File: config.mk
export PLATFORM = sky130hd
export DESIGN_NAME = if_id_buffer
export DESIGN_NICKNAME = d
export VERILOG_FILES = /design/src/rtl/mips_pkg.sv /design/src/rtl/if_id_ram.sv /design/src/rtl/if_id_buffer.sv
export SDC_FILE = /design/constraint.sdc
export NUM_CORES = 1
export LEC_CHECK = 0
export ABC_AREA = 0
export CAP_MARGIN = 25
export CORE_MARGIN = 5
export CORE_UTILIZATION = 35
export DETAILED_ROUTE_END_ITERATION = 8
export SETUP_SLACK_MARGIN = 0.05
export SLEW_MARGIN = 20
export SYNTH_ARGS = -nofsm -noshare
export SYNTH_HDL_FRONTEND = slang
export SYNTH_SLANG_ARGS = --single-unit
File: constraint.sdc
create_clock -name clk -period 3.12 [get_ports clk]
set_clock_uncertainty 0.15 [all_clocks]
set_input_delay 0.78 -clock clk [delete_from_list [all_inputs] [get_ports clk]]
set_output_delay 0.78 -clock clk [all_outputs]
set_load 0.005 [all_outputs]
File: src/rtl/mips_pkg.sv
// Shared MIPS pipeline definitions: data width, NOP encoding and the IF/ID entry payload.
package mips_pkg;

    localparam int unsigned REG_LEN = 32;

    localparam logic [31:0] NOP_INST = 32'h0000_0000;

    typedef struct packed {
        logic [REG_LEN-1:0] inst;
        logic [REG_LEN-1:0] pc_plus4;
    } if_id_entry_t;

endpackage : mips_pkg

File: src/rtl/if_id_ram.sv
// IF/ID entry storage: one synchronous write port, one combinational read port, no reset.
module if_id_ram #(
    parameter int unsigned DEPTH = 4,
    parameter int unsigned AW    = 2,
    parameter int unsigned W     = 64
) (
    input  logic          clk,
    input  logic          we_i,
    input  logic [AW-1:0] waddr_i,
    input  logic [W-1:0]  wdata_i,
    input  logic [AW-1:0] raddr_i,
    output logic [W-1:0]  rdata_o
);

    logic [W-1:0] mem_q [DEPTH];

    always_ff @(posedge clk) begin
        if (we_i) begin
            mem_q[waddr_i] <= wdata_i;
        end
    end

    assign rdata_o = mem_q[raddr_i];

endmodule : if_id_ram

File: src/rtl/if_id_buffer.sv
// Fetch-to-decode decoupling FIFO with valid/ready handshakes and redirect flush.
// Optional same-cycle forwarding on an empty buffer when IF_ID_BUFFER_BYPASS_EN is defined.
module if_id_buffer
    import mips_pkg::*;
#(
    parameter int unsigned DEPTH = 4
) (
    input  logic                       clk,
    input  logic                       rst_n,
    input  logic                       in_valid,
    input  logic [REG_LEN-1:0]         in_inst,
    input  logic [REG_LEN-1:0]         in_pc_plus4,
    output logic                       in_ready,
    input  logic                       flush,
    output logic                       out_valid,
    output logic [REG_LEN-1:0]         out_inst,
    output logic [REG_LEN-1:0]         out_pc_plus4,
    input  logic                       out_ready,
    output logic [$clog2(DEPTH):0]     count
);

    localparam int unsigned PTR_W = $clog2(DEPTH);
    localparam int unsigned CNT_W = PTR_W + 1;
    localparam int unsigned ENT_W = $bits(if_id_entry_t);

    logic [PTR_W-1:0] rd_ptr_q, rd_ptr_d;
    logic [PTR_W-1:0] wr_ptr_q, wr_ptr_d;
    logic [CNT_W-1:0] count_q,  count_d;

    logic         buf_valid_c;
    logic         bypass_c;
    logic         push_c;
    logic         pop_c;
    if_id_entry_t wr_entry_c;
    if_id_entry_t rd_entry_c;

    assign buf_valid_c = (count_q != '0);

`ifdef IF_ID_BUFFER_BYPASS_EN
    assign bypass_c = !buf_valid_c && in_valid && !flush;
`else
    assign bypass_c = 1'b0;
`endif

    assign in_ready  = (count_q != CNT_W'(DEPTH));
    assign out_valid = buf_valid_c || bypass_c;
    assign count     = count_q;

    // A forwarded word taken by decode in the same cycle never occupies an entry.
    assign pop_c  = buf_valid_c && out_ready;
    assign push_c = in_valid && in_ready && !flush && !(bypass_c && out_ready);

    assign wr_entry_c = '{inst: in_inst, pc_plus4: in_pc_plus4};

    if_id_ram #(
        .DEPTH (DEPTH),
        .AW    (PTR_W),
        .W     (ENT_W)
    ) u_ram (
        .clk     (clk),
        .we_i    (push_c),
        .waddr_i (wr_ptr_q),
        .wdata_i (wr_entry_c),
        .raddr_i (rd_ptr_q),
        .rdata_o (rd_entry_c)
    );

    // Pointer and occupancy update; flush wins over push and pop.
    always_comb begin
        rd_ptr_d = rd_ptr_q;
        wr_ptr_d = wr_ptr_q;
        count_d  = count_q;
        if (flush) begin
            rd_ptr_d = '0;
            wr_ptr_d = '0;
            count_d  = '0;
        end else begin
            if (push_c) begin
                wr_ptr_d = wr_ptr_q + PTR_W'(1);
            end
            if (pop_c) begin
                rd_ptr_d = rd_ptr_q + PTR_W'(1);
            end
            if (push_c && !pop_c) begin
                count_d = count_q + CNT_W'(1);
            end else if (pop_c && !push_c) begin
                count_d = count_q - CNT_W'(1);
            end
        end
    end

    always_ff @(posedge clk or negedge rst_n) begin
        if (!rst_n) begin
            rd_ptr_q <= '0;
            wr_ptr_q <= '0;
            count_q  <= '0;
        end else begin
            rd_ptr_q <= rd_ptr_d;
            wr_ptr_q <= wr_ptr_d;
            count_q  <= count_d;
        end
    end

    // Decode sees a NOP whenever nothing valid is presented.
    always_comb begin
        out_inst     = REG_LEN'(NOP_INST);
        out_pc_plus4 = '0;
        if (bypass_c) begin
            out_inst     = in_inst;
            out_pc_plus4 = in_pc_plus4;
        end else if (buf_valid_c) begin
            out_inst     = rd_entry_c.inst;
            out_pc_plus4 = rd_entry_c.pc_plus4;
        end
    end

endmodule : if_id_buffer
-- Word level (Yosys, flattened, before mapping)
Memory sizes are Yosys's and may differ from the RTL's.
Cells that the tools add are included.
W data, S select, Z words.
- bits in registers: 7
- RAM bits: 256
- bits of input ports: 69
- output and inout port bits: 69
- memories: 1
- memories (memory ; depth ; bits a word ; rd ports ; clocked after memory_dff ; write ports ; line ; RTL):
    u_ram.mem_q ; 4 ; 64 ; 1 ; 0 ; 1 ; if_id_ram.sv:15 ; logic [W-1:0] mem_q [DEPTH];
- add/sub/neg operators: 4
- equality and inequality tests: 1
- muxes and demuxes: 11
- reductions and logical operators: 12
- operators by type and width (operator ; number):
    $mux W32 ; 2
    $mux W3 ; 3
    $mux W2 ; 4
    $reduce_bool A3 Y1 ; 2
    $logic_and A1 B1 Y1 ; 5
    $add A2 B1 Y2 const B ; 2
    $reduce_bool A2 Y1 ; 2
    $add A3 B1 Y3 const B ; 1
    $logic_not A1 Y1 ; 3
    $ne A3 B3 Y1 const B ; 1
    $sub A3 B1 Y3 const B ; 1
    $mux W1 ; 2

-- Depth between registers and ports, before layout
- word-level depth: 8
- mapped depth: 8

-- Modules after synthesis
From an unflattened synthesis, not the netlist that was laid out.
- cell total of the unflattened synthesis: 467
- area total of the unflattened synthesis: 10347.4 sq um
- by module, submodules not included (module ; times used ; cells each ; area an instance (sq um) ; sequential area each (sq um)):
    if_id_ram ; 1 ; 338 ; 9341.5 ; 7687.4
    if_id_buffer ; 1 ; 129 ; 1006.0 ; 175.2

-- Least setup slack after synthesis
Ideal clock, no wire load.
- kind: input to register
- start: input port flush
- end: memory u_ram.mem_q[0][0], enable pin
- library setup time: 429 ps
- arrival: 2797 ps
- data required time: 2541 ps
- setup slack: -256 ps
- cell stages on the path: 3
- cell sequence: buf_1 -> and3b_4 -> and2_1
- longest elaborated chain between the ends: 4
- RTL lines (element ; line ; RTL):
    from (decl) ; if_id_buffer.sv:14 ; input logic flush,
    $logic_not A1 Y1 ; if_id_buffer.sv:51 ; assign push_c = in_valid && in_ready && !flush && !(bypass_c && out_ready);
    $logic_and A1 B1 Y1 ; if_id_buffer.sv:51 ;
    $mux W1 ; if_id_ram.sv:18 ; if (we_i) begin
    $mux W1 (not written as such) ; if_id_ram.sv:19 ; mem_q[waddr_i] <= wdata_i;
    to (decl) ; if_id_ram.sv:15 ;
Every way passes these cells.

-- Worst setup path in the final report
- start: register rd_ptr_q[0]
- end: output port out_inst[6]
- longest elaborated chain between the ends: 2
- RTL lines (element ; line ; RTL):
    from (decl) ; if_id_buffer.sv:26 ; logic [PTR_W-1:0] rd_ptr_q, rd_ptr_d;
    from (signal assigned) ; if_id_buffer.sv:98 ; rd_ptr_q <= rd_ptr_d;
    $mem_v2 Z4 W64 ; n/a ;
    $mux W32 ; if_id_buffer.sv:111 ; end else if (buf_valid_c) begin
    to (decl) ; if_id_buffer.sv:16 ; output logic [REG_LEN-1:0] out_inst,
Every way passes these cells.

==> results.md <==
- The internal portion of the total power is 8.18 mW.
- The number of buffers added to fix hold violations after cts is 0.
- The final number of hold-violating endpoints was 0.
- Counting along the longest clock path gives a buffer depth of 3.
- The area share of fa/ha/maj cells after synthesis is 0.692%.
- The number of inserted filler cells in the final layout is 2369.
- Net switching is 25.9% of the power.
- The transition at the pin with the smallest max-transition slack is 0.383 ns.
- Of the available clock period, the critical path in the final layout requires 101%.
- The total power per unit cell area is 818 mW/mm2.
- The warning count from the yosys run is 0.
- Synthesis produced 459 cells.
- The average routed wire per standard cell is 21.3 um.
- The first global-routing pass estimated 34500 um of wire.
- Across every metal layer, demand over resource in global routing totals 13.7%.
- For this design the static power due to leakage is 4.54 nW.
- After floorplanning, the core was divided into 62 placement rows.
- 138 I/O pins were placed.
- Setup violations remaining at the end of the flow were counted as 18.
- Entering global routing, the biggest net connects 37 pins.
- The required time reported for the critical path endpoint is 2.19 ns.
- The maximum VDD drop is 463 uV.
- Dividing the detail-routed via count by the number of cells gives 4.79.
- The number of max-capacitance violations reported is 0.
- The CTS tree is done.
- Summing the areas of all compound-gate instances in the mapped netlist gives 0.383% of the synthesized area.
- After the first detailed-routing iteration, the DRC count stood at 264.
- Counting cells, the worst reg-to-reg path comes to 7.
- The die covers 0.0324 mm2.
- Setup repair after global routing could not meet its margin everywhere.
- The number of nets produced by synthesis is 533.
- The critical path data arrival time is 2.23 ns.
- Static timing analysis puts the maximum clock frequency at 0.316 GHz.
- The share of flip-flops with an asynchronous set or reset is 2.66%.
- The simple-gate share of the synthesized area is 5.22%.
- The number of H-tree levels is 1.
- The region available for standard cell placement spans 0.0286 mm2.
- The count of state elements after synthesis is 263.
- The post-route setup TNS is -0.419 ns.
- Once routing completed, OpenROAD measured the worst setup slack at -0.0449 ns.
- The via count of the first global-routing pass is 5657.
- The main flop type after synthesis is edfxtp_1.
- The number of max-slew violations in the final report is 0.
- The mux contribution to synthesized area is 14.4%.
- The post-place setup slack is 0.122 ns.
- The via count is 5012.
- The number of synthesized flops with an enable pin is 256.
- The headroom to the max-slew limit is 74.5%.
- The top cell types in the final layout, fill and taps aside, are edfxtp_1 (256), clkdlybuf4s50_1 (73), mux4_2 (64).
- After synthesis, the netlist uses 27 different library cells.
- The cell area after layout is 0.0135 mm2.
- The startpoint kind of the worst setup timing path is a flip-flop.
- By area, the combinational part of the netlist is dominated by multiplexers.
- Clock tree synthesis inserted a total of 27 buffers.
- Compared with the post-synthesis result, the final layout area differs by 33.4%.
- The starting density of the core is 35.4%.
- The initial antenna violation count came to 1.
- By area the synthesized netlist is led by edfxtp_1 (76%), mux4_2 (14%), and2_1 (4.3%).
- The synthesized area per cell is 22.1 um2.
- Summing all flip-flop and latch instances after layout gives 0.00787 mm2.
- The type of the tightest min-delay check is in2async.
- The combinational share of power is 36.8%.
- The number of nets in the layout is 719.
- The cell at the root of the clock tree is clkbuf_16.
- The fraction of post-synthesis cell area in the top cell type by area is 76.0%.
- In this run the worst path has a maximum fanout of 5.
- The largest area contributor in the netlist is edfxtp_1.
- The die is 180 um tall.
- The number of antenna diodes is 0.
- The time the worst path needs with I/O delays and setup is 3.16 ns.
- The critical path class is reg2out.
- Of the total synthesized cell area, the portion taken by XOR and XNOR cells is 0.519%.
- The overall overflow remaining after global route is 0.
- The register clock-pin slew on the reported worst setup and hold paths is 0.06 ns.
- In the final layout, the share of cells above drive strength 1 is 39.6%.
- The analysis attributes to net switching a power of 2.86 mW.
- The congestion estimate from routability-driven global placement came to 0.736.
- In the routed design, unresolved DRC markers number 0.
- The wire length after detailed routing is 22300 um.
- Measured along the x axis, the die boundary spans 180 um.
- The worst setup path is captured at an output pin.
- The number of clock sinks is 263.
- The total power draw is 11.0 mW.
- The flow ran to the end, but the final reports show violations.
- Of the synthesized area, sequential elements account for 77.7%.
- Summed over all nets, the half-perimeter wirelength after detailed placement is 12100 um.
- In this run the cell area of the synthesized design comes to 0.0101 mm2.
- The first-pass detailed-route iteration total is 4.
- Summing all placed instances gives a cell area of 0.0122 mm2.
- The final reports fail on negative setup slack.
- Input and output buffers added on the ports amount to 137.
- The count of nets left with antenna violations once routing finished came out at 0.
- The multi-input combinational cells in the finished layout cover a total of 0.00229 mm2.
- Leaving out fill and tap cells, the most frequent cell in the layout is edfxtp_1.
- The clock network accounts for 25.2% of the total power.
- The later pin in the worst-skew pair is clocked with a latency of 0.51 ns.
- The part of the power in registers is 38.0%.
power by group through the flow:
stage / Combinational (mW) / Clock (mW) / Sequential (mW)
6_report: 4.06 / 2.79 / 4.19
5_1_grt: 4.37 / 3.02 / 4.21
4_1_cts: 4.14 / 2.88 / 4.20
3_5_place_dp: 3.04 / 0 / 4.27
3_3_place_gp: 3.04 / 0 / 4.25
2_1_floorplan: 1.51 / 0 / 4.23
kinds of logic (layout without fill, tap and decap cells):
kind of cell,Yosys count,after routing
buffers and inverters,27,230
AOI/OAI and AO/OA,6,6
adders and majority gates,5,5
and+or+nand+nor,87,87
muxes,65,65
DFF,263,263
xor gates and xnor gates,6,6
stage by stage:
stage / instances / hold WS [ns] / util, %
2_1_floorplan: 459 / 0.334 / -
3_3_place_gp: 977 / 0.409 / 42.6
3_5_place_dp: 977 / 0.429 / 42.6
4_1_cts: 1047 / 0.358 / 47.2
5_1_grt: 1046 / 0.379 / 47.2
6_report: 1046 / 0.372 / 47.2
Yosys cell counts (all sizes together), types with 2 or more instances:
| cell | count |
|---|---|
| and2 | 69 |
| buf | 10 |
| clkbuf | 12 |
| dfrtp | 7 |
| edfxtp | 256 |
| ha | 4 |
| inv | 5 |
| mux4 | 64 |
| nand2 | 3 |
| nand3 | 2 |
| nor2 | 8 |
| o21ai | 2 |
| xnor2 | 3 |
| xor2 | 3 |
registers in the layout, summed over array words and instances, names as in the netlist:
name	cells
u_ram.mem_q	256
count	3
rd_ptr_q	2
wr_ptr_q	2
final cells by class:
type	instances	area share, %
Timing Repair Buffer	179	15.5
Clock inverter	13	0.408
Tap cell	384	3.56
Multi-Input combinational cell	169	16.9
Clock buffer	33	5.17
Sequential cell	263	58.3
Inverter	5	0.139
what timing repair did:
item / CTS / global route
gates cloned: 10 / 0
resized for setup: 354 / 17
endpoints found under the setup margin: 65 / 62
hold endpoints to repair: 0 / 0
pin swaps: 31 / 0
buffers inserted: 16 / 1
final timing paths:
kind,end,slack (ns),from
setup / recovery,out_inst[6],-0.04,rd_ptr_q[0]$_DFFE_PN0P_
hold / removal,count[2]$_DFFE_PN0P_,0.37,rst_n
setup reg to reg,count[2]$_DFFE_PN0P_,0.50,count[0]$_DFFE_PN0P_
hold reg to reg,wr_ptr_q[1]$_DFFE_PN0P_,0.45,wr_ptr_q[1]$_DFFE_PN0P_
max in group asynchronous,rd_ptr_q[0]$_DFFE_PN0P_,2.18,rst_n
min in group clk,wr_ptr_q[1]$_DFFE_PN0P_,0.45,wr_ptr_q[1]$_DFFE_PN0P_
critical path, stage by stage (launching register included):
cell and delay, ns:
dfrtp_4 0.48, buf_12 0.13, buf_8 0.12, buf_12 0.13, buf_16 0.14, mux4_2 0.42
and2_4 0.17, buf_6 0.11
routing by layer:
layer | vias to the layer above | GRT usage (%) | routed length, um
li1 | 2235 | - | -
met1 | 2598 | 18.3 | 9590
met2 | 141 | 23.0 | 11100
met3 | 36 | 2.95 | 1150
met4 | 2 | 3.33 | 449
met5 | - | 0 | 13
(Power assumes the default switching activity.)
